**config.mk**
```make
export PLATFORM = sky130hd
export DESIGN_NAME = mult_rr_scheduler_flat
export DESIGN_NICKNAME = d
export VERILOG_FILES = /design/src/rtl/mult_rr_scheduler_if.sv /design/src/rtl/mult_rr_scheduler.sv /design/src/flat_wrapper.sv
export SDC_FILE = /design/constraint.sdc
export NUM_CORES = 1
export LEC_CHECK = 0
export ABC_CLOCK_PERIOD_IN_PS = 2830
export BUFFER_PORTS_ARGS = -buffer_cell sky130_fd_sc_hd__buf_2
export CAP_MARGIN = 10
export CORE_MARGIN = 2
export CORE_UTILIZATION = 26
export DETAILED_ROUTE_END_ITERATION = 8
export PLACE_DENSITY_LB_ADDON = 0.15
export SYNTH_ARGS = -nofsm -noshare
export SYNTH_HDL_FRONTEND = slang
export SYNTH_SLANG_ARGS = --single-unit
```
**constraint.sdc**
```tcl
create_clock -name clk -period 2.83 [get_ports clk]
set_input_delay 0.566 -clock clk [delete_from_list [all_inputs] [get_ports clk]]
set_output_delay 0.566 -clock clk [all_outputs]
set_load 0.005 [all_outputs]
```
**src/rtl/mult_rr_scheduler_if.sv**
```systemverilog
// Requester, response and multiplier-side signals of the round-robin multiplier scheduler.
// The slave modport is the scheduler; the master modport is everything around it.
interface mult_rr_scheduler_if #(
    parameter int unsigned NUM_REQ    = 4,
    parameter int unsigned DATA_WIDTH = 8
);
    localparam int unsigned PW = 2 * DATA_WIDTH;

    logic [NUM_REQ-1:0]            req_valid;
    logic [NUM_REQ*DATA_WIDTH-1:0] req_m;
    logic [NUM_REQ*DATA_WIDTH-1:0] req_q;
    logic [NUM_REQ-1:0]            req_ready;
    logic [NUM_REQ-1:0]            resp_valid;
    logic [NUM_REQ-1:0]            resp_ready;
    logic [PW-1:0]                 resp_product;
    logic                          resp_err;
    logic                          mult_start;
    logic [DATA_WIDTH-1:0]         mult_m;
    logic [DATA_WIDTH-1:0]         mult_q;
    logic [PW-1:0]                 mult_p;
    logic                          mult_done;
    logic                          mult_busy;

    modport slave (
        input  req_valid, req_m, req_q, resp_ready, mult_p, mult_done, mult_busy,
        output req_ready, resp_valid, resp_product, resp_err, mult_start, mult_m, mult_q
    );

    modport master (
        output req_valid, req_m, req_q, resp_ready, mult_p, mult_done, mult_busy,
        input  req_ready, resp_valid, resp_product, resp_err, mult_start, mult_m, mult_q
    );
endinterface

```
**src/rtl/mult_rr_scheduler.sv**
```systemverilog
// Round-robin scheduler sharing one iterative multiplier between NUM_REQ requesters,
// with a watchdog that turns a hung multiplier into an error response.
module mult_rr_scheduler #(
    parameter int unsigned NUM_REQ    = 4,
    parameter int unsigned DATA_WIDTH = 8,
    parameter int unsigned TIMEOUT    = 32
) (
    input  logic                 clk,
    input  logic                 rst_n,
    mult_rr_scheduler_if.slave   bus
);
    localparam int unsigned PTR_W = (NUM_REQ > 1) ? $clog2(NUM_REQ) : 1;
    localparam int unsigned PW    = 2 * DATA_WIDTH;
    localparam int unsigned WD_W  = $clog2(TIMEOUT + 1);

    typedef enum logic [1:0] {
        ST_IDLE,
        ST_ISSUE,
        ST_WAIT,
        ST_RESP
    } state_e;

    state_e                 state_q, state_d;
    logic [PTR_W-1:0]       rr_ptr_q, rr_ptr_d;
    logic [PTR_W-1:0]       grant_q, grant_d;
    logic [DATA_WIDTH-1:0]  mult_m_q, mult_m_d;
    logic [DATA_WIDTH-1:0]  mult_q_q, mult_q_d;
    logic [WD_W-1:0]        watchdog_q, watchdog_d;
    logic [NUM_REQ-1:0]     resp_valid_q, resp_valid_d;
    logic [PW-1:0]          resp_product_q, resp_product_d;
    logic                   resp_err_q, resp_err_d;
    logic                   mult_start_q, mult_start_d;

    logic                   win_found;
    logic [PTR_W-1:0]       win_idx;
    logic [PTR_W-1:0]       cand;
    logic                   accept_c;
    logic [NUM_REQ-1:0]     grant_onehot;

    // Winner: first valid requester at or after rr_ptr, wrapping around.
    always_comb begin
        win_found = 1'b0;
        win_idx   = '0;
        cand      = '0;
        for (int unsigned k = 0; k < NUM_REQ; k++) begin
            cand = PTR_W'((32'(rr_ptr_q) + k) % NUM_REQ);
            if (!win_found && bus.req_valid[cand]) begin
                win_found = 1'b1;
                win_idx   = cand;
            end
        end
    end

    assign accept_c      = (state_q == ST_IDLE) && !bus.mult_busy && win_found;
    assign bus.req_ready = accept_c ? (NUM_REQ'(1) << win_idx) : '0;
    assign grant_onehot  = NUM_REQ'(1) << grant_q;

    always_comb begin
        state_d        = state_q;
        rr_ptr_d       = rr_ptr_q;
        grant_d        = grant_q;
        mult_m_d       = mult_m_q;
        mult_q_d       = mult_q_q;
        watchdog_d     = watchdog_q;
        resp_valid_d   = resp_valid_q;
        resp_product_d = resp_product_q;
        resp_err_d     = resp_err_q;
        mult_start_d   = 1'b0;

        unique case (state_q)
            ST_IDLE: begin
                if (accept_c) begin
                    grant_d      = win_idx;
                    mult_m_d     = bus.req_m[32'(win_idx) * DATA_WIDTH +: DATA_WIDTH];
                    mult_q_d     = bus.req_q[32'(win_idx) * DATA_WIDTH +: DATA_WIDTH];
                    mult_start_d = 1'b1;
                    state_d      = ST_ISSUE;
                end
            end
            ST_ISSUE: begin
                watchdog_d = '0;
                state_d    = ST_WAIT;
            end
            ST_WAIT: begin
                watchdog_d = watchdog_q + WD_W'(1);
                // A done arriving on the last watchdog cycle still counts as success.
                if (bus.mult_done) begin
                    resp_product_d = bus.mult_p;
                    resp_err_d     = 1'b0;
                    resp_valid_d   = grant_onehot;
                    state_d        = ST_RESP;
                end else if (watchdog_q == WD_W'(TIMEOUT - 1)) begin
                    resp_product_d = '0;
                    resp_err_d     = 1'b1;
                    resp_valid_d   = grant_onehot;
                    state_d        = ST_RESP;
                end
            end
            ST_RESP: begin
                if (bus.resp_ready[grant_q]) begin
                    resp_valid_d = '0;
                    rr_ptr_d     = (grant_q == PTR_W'(NUM_REQ - 1)) ? '0 : grant_q + PTR_W'(1);
                    state_d      = ST_IDLE;
                end
            end
            default: state_d = ST_IDLE;
        endcase
    end

    always_ff @(posedge clk or negedge rst_n) begin
        if (!rst_n) begin
            state_q        <= ST_IDLE;
            rr_ptr_q       <= '0;
            grant_q        <= '0;
            mult_m_q       <= '0;
            mult_q_q       <= '0;
            watchdog_q     <= '0;
            resp_valid_q   <= '0;
            resp_product_q <= '0;
            resp_err_q     <= 1'b0;
            mult_start_q   <= 1'b0;
        end else begin
            state_q        <= state_d;
            rr_ptr_q       <= rr_ptr_d;
            grant_q        <= grant_d;
            mult_m_q       <= mult_m_d;
            mult_q_q       <= mult_q_d;
            watchdog_q     <= watchdog_d;
            resp_valid_q   <= resp_valid_d;
            resp_product_q <= resp_product_d;
            resp_err_q     <= resp_err_d;
            mult_start_q   <= mult_start_d;
        end
    end

    assign bus.resp_valid   = resp_valid_q;
    assign bus.resp_product = resp_product_q;
    assign bus.resp_err     = resp_err_q;
    assign bus.mult_start   = mult_start_q;
    assign bus.mult_m       = mult_m_q;
    assign bus.mult_q       = mult_q_q;
endmodule

```
**src/flat_wrapper.sv**
```systemverilog
// flat-port wrapper written by rule: the top's interface ports become plain ports
module mult_rr_scheduler_flat 
#(
    parameter int unsigned NUM_REQ    = 4,
    parameter int unsigned DATA_WIDTH = 8,
    parameter int unsigned TIMEOUT    = 32
)
  (clk, rst_n, bus_req_valid, bus_req_m, bus_req_q, bus_resp_ready, bus_mult_p, bus_mult_done, bus_mult_busy, bus_req_ready, bus_resp_valid, bus_resp_product, bus_resp_err, bus_mult_start, bus_mult_m, bus_mult_q);
  mult_rr_scheduler_if #(.NUM_REQ(NUM_REQ), .DATA_WIDTH(DATA_WIDTH)) bus_i ();
  input  logic clk;
  input  logic rst_n;
  input wire logic [$bits(bus_i.req_valid)-1:0] bus_req_valid;
  input wire logic [$bits(bus_i.req_m)-1:0] bus_req_m;
  input wire logic [$bits(bus_i.req_q)-1:0] bus_req_q;
  input wire logic [$bits(bus_i.resp_ready)-1:0] bus_resp_ready;
  input wire logic [$bits(bus_i.mult_p)-1:0] bus_mult_p;
  input wire logic [$bits(bus_i.mult_done)-1:0] bus_mult_done;
  input wire logic [$bits(bus_i.mult_busy)-1:0] bus_mult_busy;
  output wire logic [$bits(bus_i.req_ready)-1:0] bus_req_ready;
  output wire logic [$bits(bus_i.resp_valid)-1:0] bus_resp_valid;
  output wire logic [$bits(bus_i.resp_product)-1:0] bus_resp_product;
  output wire logic [$bits(bus_i.resp_err)-1:0] bus_resp_err;
  output wire logic [$bits(bus_i.mult_start)-1:0] bus_mult_start;
  output wire logic [$bits(bus_i.mult_m)-1:0] bus_mult_m;
  output wire logic [$bits(bus_i.mult_q)-1:0] bus_mult_q;
  assign bus_i.req_valid = bus_req_valid;
  assign bus_i.req_m = bus_req_m;
  assign bus_i.req_q = bus_req_q;
  assign bus_i.resp_ready = bus_resp_ready;
  assign bus_i.mult_p = bus_mult_p;
  assign bus_i.mult_done = bus_mult_done;
  assign bus_i.mult_busy = bus_mult_busy;
  assign bus_req_ready = bus_i.req_ready;
  assign bus_resp_valid = bus_i.resp_valid;
  assign bus_resp_product = bus_i.resp_product;
  assign bus_resp_err = bus_i.resp_err;
  assign bus_mult_start = bus_i.mult_start;
  assign bus_mult_m = bus_i.mult_m;
  assign bus_mult_q = bus_i.mult_q;
  mult_rr_scheduler #(.NUM_REQ(NUM_REQ), .DATA_WIDTH(DATA_WIDTH), .TIMEOUT(TIMEOUT)) u_core (.clk(clk), .rst_n(rst_n), .bus(bus_i));
endmodule
```
**Yosys cells after proc, flatten, opt, wreduce, memory -nomap -nowiden**

Index checks and enable logic that the tools add are counted.

- Output and inout port bits: 42
- Input bits: 92
- Word-level logic and storage cells: 86
- Memories: 0
- Flip-flop bits (word level): 50
- ROM bits: 0
- Bits in latches: 0
- RAM bits: 0

- Mux-type cells: 36
- $add $sub $neg: 5
- Reduce and logical (&&, ||, !) cells: 18
- Eq/ne operators: 8
- Bitwise operators: 0
- Multipliers: 0
- Order comparisons: 5
- Divide/modulo/power cells: 0
- Shift-type cells: 4

Operators with widths:

| kind | count |
|---|---|
| $shiftx 32x6->8 | 2 |
| $mux 16 | 2 |
| $mux 2 | 9 |
| $mux 4 | 4 |
| $lt 2x3->1 const B | 5 |
| $mux 1 | 13 |
| $pmux 6 s2 | 1 |
| $bmux 1 s2 | 5 |
| $pmux 2 s4 | 1 |
| $pmux 4 s2 | 1 |
| $shl 1x2->4 const A | 2 |
| $add 6x1->6 const B | 1 |
| $eq 2x2->1 const B | 3 |
| $eq 6x5->1 const B | 1 |
| $reduce_and 2->1 | 3 |
| $reduce_and 3->1 | 2 |
| $reduce_bool 2->1 | 3 |
| $logic_and 1x1->1 | 5 |
| $add 2x1->2 const B | 2 |
| $add 2x2->2 const B | 2 |
| $logic_not 1->1 | 4 |
| $ne 2x1->1 const B | 2 |
| $ne 3x2->1 const B | 1 |
| $eq 2x1->1 const B | 1 |
| $logic_not 2->1 | 1 |

**Logic depth before layout (Yosys ltp)**

- Word-level depth: 15
- Depth in mapped cells: 9
- Gate-level depth less buffers: 7

**Worst setup path before layout**

Ideal clock, no wire load.

- Kind: input to output
- Start point: input port bus_mult_busy
- End point: output port bus_req_ready[2]
- Setup slack: 0.607 ns
- Required time: 2.264 ns
- Arrival: 1.657 ns
- Cell stages on the path: 7
- Buffers on the path: 2
- Cell sequence: nand2b_1 > or2_2 > clkinv_1 > and2_4 > buf_6 > buf_6 > o21a_1

- Word-level cells in the longest chain between the ends: 4

Ends and longest elaborated chain:

| element | line | source |
|---|---|---|
| start, declared | flat_wrapper.sv:18 | `input wire logic [$bits(bus_i.mult_busy)-1:0] bus_mult_busy;` |
| $logic_not 1->1 | mult_rr_scheduler.sv:54 | `assign accept_c = (state_q == ST_IDLE) && !bus.mult_busy && win_found;` |
| $logic_and 1x1->1 (2 in a row) | mult_rr_scheduler.sv:54 |  |
| $mux 4 | mult_rr_scheduler.sv:55 | `assign bus.req_ready = accept_c ? (NUM_REQ'(1) << win_idx) : '0;` |
| end, declared | flat_wrapper.sv:19 | `output wire logic [$bits(bus_i.req_ready)-1:0] bus_req_ready;` |

No other way between the ends.

**Worst setup path after layout**

- Start point: register u_core.state_q[0]
- End point: output port bus_req_ready[3]

- Word-level cells in the longest chain between the ends: 4

Ends and longest elaborated chain:

| element | line | source |
|---|---|---|
| start, declared | mult_rr_scheduler.sv:23 | `state_e state_q, state_d;` |
| start signal, assigned | mult_rr_scheduler.sv:123 | `state_q <= state_d;` |
| $logic_not 2->1 | mult_rr_scheduler.sv:54 |  |
| $logic_and 1x1->1 (2 in a row) | mult_rr_scheduler.sv:54 |  |
| $mux 4 | mult_rr_scheduler.sv:55 |  |

No other way between the ends.

==> impl_results.md <==
* First-pass GRT wire length at 12.48 mm
* Switching part of the total at 0.3965
* Total GRT Usage at 0.1372
* Register share of total power at 0.380
* Initial Util at 0.2659
* Worst setup EP type: primary output
* # resized after CTS at 0
* I/O Buffers at roughly 130
* Pins Over Slew Limit at 0
* Placeable Area at 10,280 um2
* Comb power frac at 0.482
* Worst vdd ir at between 300 and 400 uV
* Yosys warns at 0
* Via count at 2,471
* Rows at 37
* N_diodes at 0
* Post-CTS setup buffer count at 0
* Worst-path maximum fanout at 6
* EDFF count, synth at 0
* CP Launch Point: u_core.state_q[0]$_DFFE_PN0P_
* Total gr overflow at 0
* DIE HEIGHT at 106.5 um
* Die W at 106.5 um
* Post-layout util at 0.3535
* Cell count after synthesis at approximately 250
* Least-Margin Pin Slew at 0.6747 ns
* CP required at 2.26 ns
* Total CTS buffers at 5
* Fmax at approximately 0.37 GHz
* Share of the synthesized area in the top cell type at 0.4579
* Reg2reg start: u_core.rr_ptr_q[1]$_DFFE_PN0P_
* Min Tclk post-route at ~2.7 ns
* Synthesized flop and latch total at 50
* Status: completed
* CTS tree: built
* Pwr dens at 894.0 nW/um2
* WL per Instance at approximately 15 um
* Nets at roughly 500
* Die Footprint at 11,350 um2
* Hold Fails Final Rpt at 0
* Initial antenna violation count at 0
* WS Path Type: reg2out
* Count leader, synth: dfrtp_1
* Max Root-Sink Buffers at 2
* Worst skew pair latency at 0.31 ns
* Area of the multi-input gates at 1324 um2
* Critical path cell sequence: inv_1, ha_1, nand2b_1, or2_2, clkinv_1, and2_4, nor3b_1, buf_2
* Unrepaired setup endpoints after global routing: false
* Htree depth at 2
* Hold Path Class: in2async
* CP Launch Type: flop
* Fillcell total at ~1,100
* Final WL at slightly below 8 mm
* Clk slew on worst S/H paths at 0.10 ns
* Clock power share at 0.139
* I/O Pins at 134
* Reg area at 1251 um2
* Tcrit/Tclk final at 0.9451
* Bufs and invs on worst path at 3
* Syn nets at 353
* Post-DP HPWL at 5.646 mm
* DRC Markers at 0
* Yosys top cell by area: dfrtp_1
* Syn Area/Cell at 10.84 um2
* Delay-heaviest family, CP: simple AND/OR/NAND/NOR gates
* Max stage delay on crit path at roughly 0.4 ns
* Synth-to-layout area growth at 32.97%
* Ys async rst share at 1.000
* Setup total negative slack at 0 ns
* Layout Skew at roughly 0.011 ns
* Vias per cell at between 4 and 5
* Number of global-route vias before repair at 2,464
* Internal power at 1.960 mW
* Ys flop type: dfrtp_1
* Share of cells above drive strength 1 at 0.4289
* Critical path arrival at 2.11 ns
* Synth area leaders: dfrtp_1 46%, mux2i_1 6.6%, a22o_1 5.1%, a211oi_1 4.4%, ha_1 4.1%
* Slowest library cell on the worst path: dfrtp_1
* CTS Hold Bufs at 0
* RePlAce Congestion at 0.7336
* CTS root buf: clkbuf_8
* P_sw at approximately 1.3 mW
* Synth cell count leaders: 50 x dfrtp_1, 20 x nor2_1, 18 x mux2i_1
* Sequential area share after synthesis at 0.4579
* Rel. slew slack at 0.5502
* Drt initial violations at 117
* ANT nets after route at 0
* Drt pass-1 iters at 4
* Max-cap violations at 0
* Largest net degree at the start of global routing at 51
* Final Setup Violations at 0
* P_leak at 1.839 nW
* CTS sink cnt at 50
* Yosys cell types at 42
* Area of the mapped netlist at 2733 um2
## worst register-to-register path: stages (launching register included)
cell	delay, ns
dfrtp_1	0.46
nand2b_1	0.15
a21o_1	0.40
nand2_2	0.25
buf_4	0.25
a2111oi_0	0.47
a211oi_1	0.09
## metal layers
layer  share of wire  GRT usage  vias to the layer above
li1                -          -                     1211
met4          0.0044    0.01948                        0
met5               0          0                        -
met1            0.47     0.1886                     1151
met2            0.45     0.2234                      105
met3           0.074    0.03433                        4
## worst paths after layout
| kind | endpoint | slack, ns | depth (start not counted) |
|---|---|---|---|
| min reg2reg | u_core.bus.resp_valid[1]$_DFFE_PN0P_ | 0.49 | 1 |
| max | bus_req_ready[3] | 0.16 | 8 |
| max in group asynchronous | u_core.watchdog_q[0]$_DFFE_PN0P_ | 2.00 | 2 |
| min | u_core.watchdog_q[2]$_DFFE_PN0P_ | 0.35 | 2 |
| min in group clk | u_core.bus.resp_product[12]$_DFFE_PN0P_ | 0.47 | 2 |
| max reg2reg | u_core.bus.mult_q[4]$_DFFE_PN0P_ | 0.65 | 6 |
## power groups by stage
stage	Clock (mW)	Sequential (mW)	Combinational (mW)
after detailed placement	0	1.24	1.59
after CTS	0.474	1.24	1.59
final	0.451	1.23	1.56
after global placement	0	1.24	1.58
after floorplan	0	1.24	0.992
after global routing	0.511	1.28	1.76
## cells in the final DEF, fill, tap and decap left out, types with 2 or more instances in the layout
| master | count |
|---|---|
| nand3_1 | 4 |
| o21ai_0 | 5 |
| and3_1 | 16 |
| a2111oi_2 | 4 |
| inv_1 | 13 |
| ha_1 | 9 |
| a22o_1 | 16 |
| buf_2 | 133 |
| mux2i_1 | 18 |
| o22ai_1 | 4 |
| a21bo_2 | 4 |
| nand4_1 | 5 |
| a211oi_1 | 16 |
| nor2_1 | 20 |
| a21o_1 | 4 |
| clkbuf_8 | 5 |
| a2111oi_0 | 12 |
| nand2_1 | 7 |
| nand2b_1 | 2 |
| a21oi_1 | 6 |
| nor3b_1 | 3 |
| dfrtp_1 | 50 |
| buf_4 | 10 |
| inv_6 | 2 |
## layout make-up
type	count	area share
well taps	136	0.04683
inverters	14	0.01446
multi-input cells	172	0.3643
flip-flops and latches	50	0.3444
repair buffers	143	0.2039
clock buffers	5	0.01894
clock inverters	3	0.007231
## kinds of logic (layout without fill, tap and decap cells)
family                     Yosys count  count (layout)  share of synthesized area
AOI/OAI and AO/OA                   77              77                     0.2358
xor gates and xnor gates             1               1                   0.003206
adders and majority gates            9               9                    0.04121
buffers and inverters               30             165                    0.05769
DFF                                 50              50                     0.4579
muxes                               21              21                    0.08242
and+or+nand+nor                     64              64                     0.1218
## sequential cells by signal, indices dropped and copies added (netlist names)
name and count:
u_core.bus.resp_product 16, u_core.bus.mult_m 8, u_core.bus.mult_q 8, u_core.watchdog_q 6
u_core.bus.resp_valid 4, u_core.grant_q 2, u_core.rr_ptr_q 2, u_core.state_q 2
u_core.bus.mult_start 1, u_core.bus.resp_err 1
## through the flow
step	power [mW]	hold slack (ns)	setup WS [ns]	cells	area (um2)
final	3.248	0.3533	0.1555	523	3633
after global routing	3.552	0.4291	0.01189	523	3633
after CTS	3.302	0.3999	0.1231	523	3633
after detailed placement	2.832	0.4733	0.3934	515	3538
after global placement	2.818	0.4732	0.3980	515	3538
after floorplan	2.234	0.2704	0.6068	252	2733
Note: power is estimated with default switching activity, not from simulation.
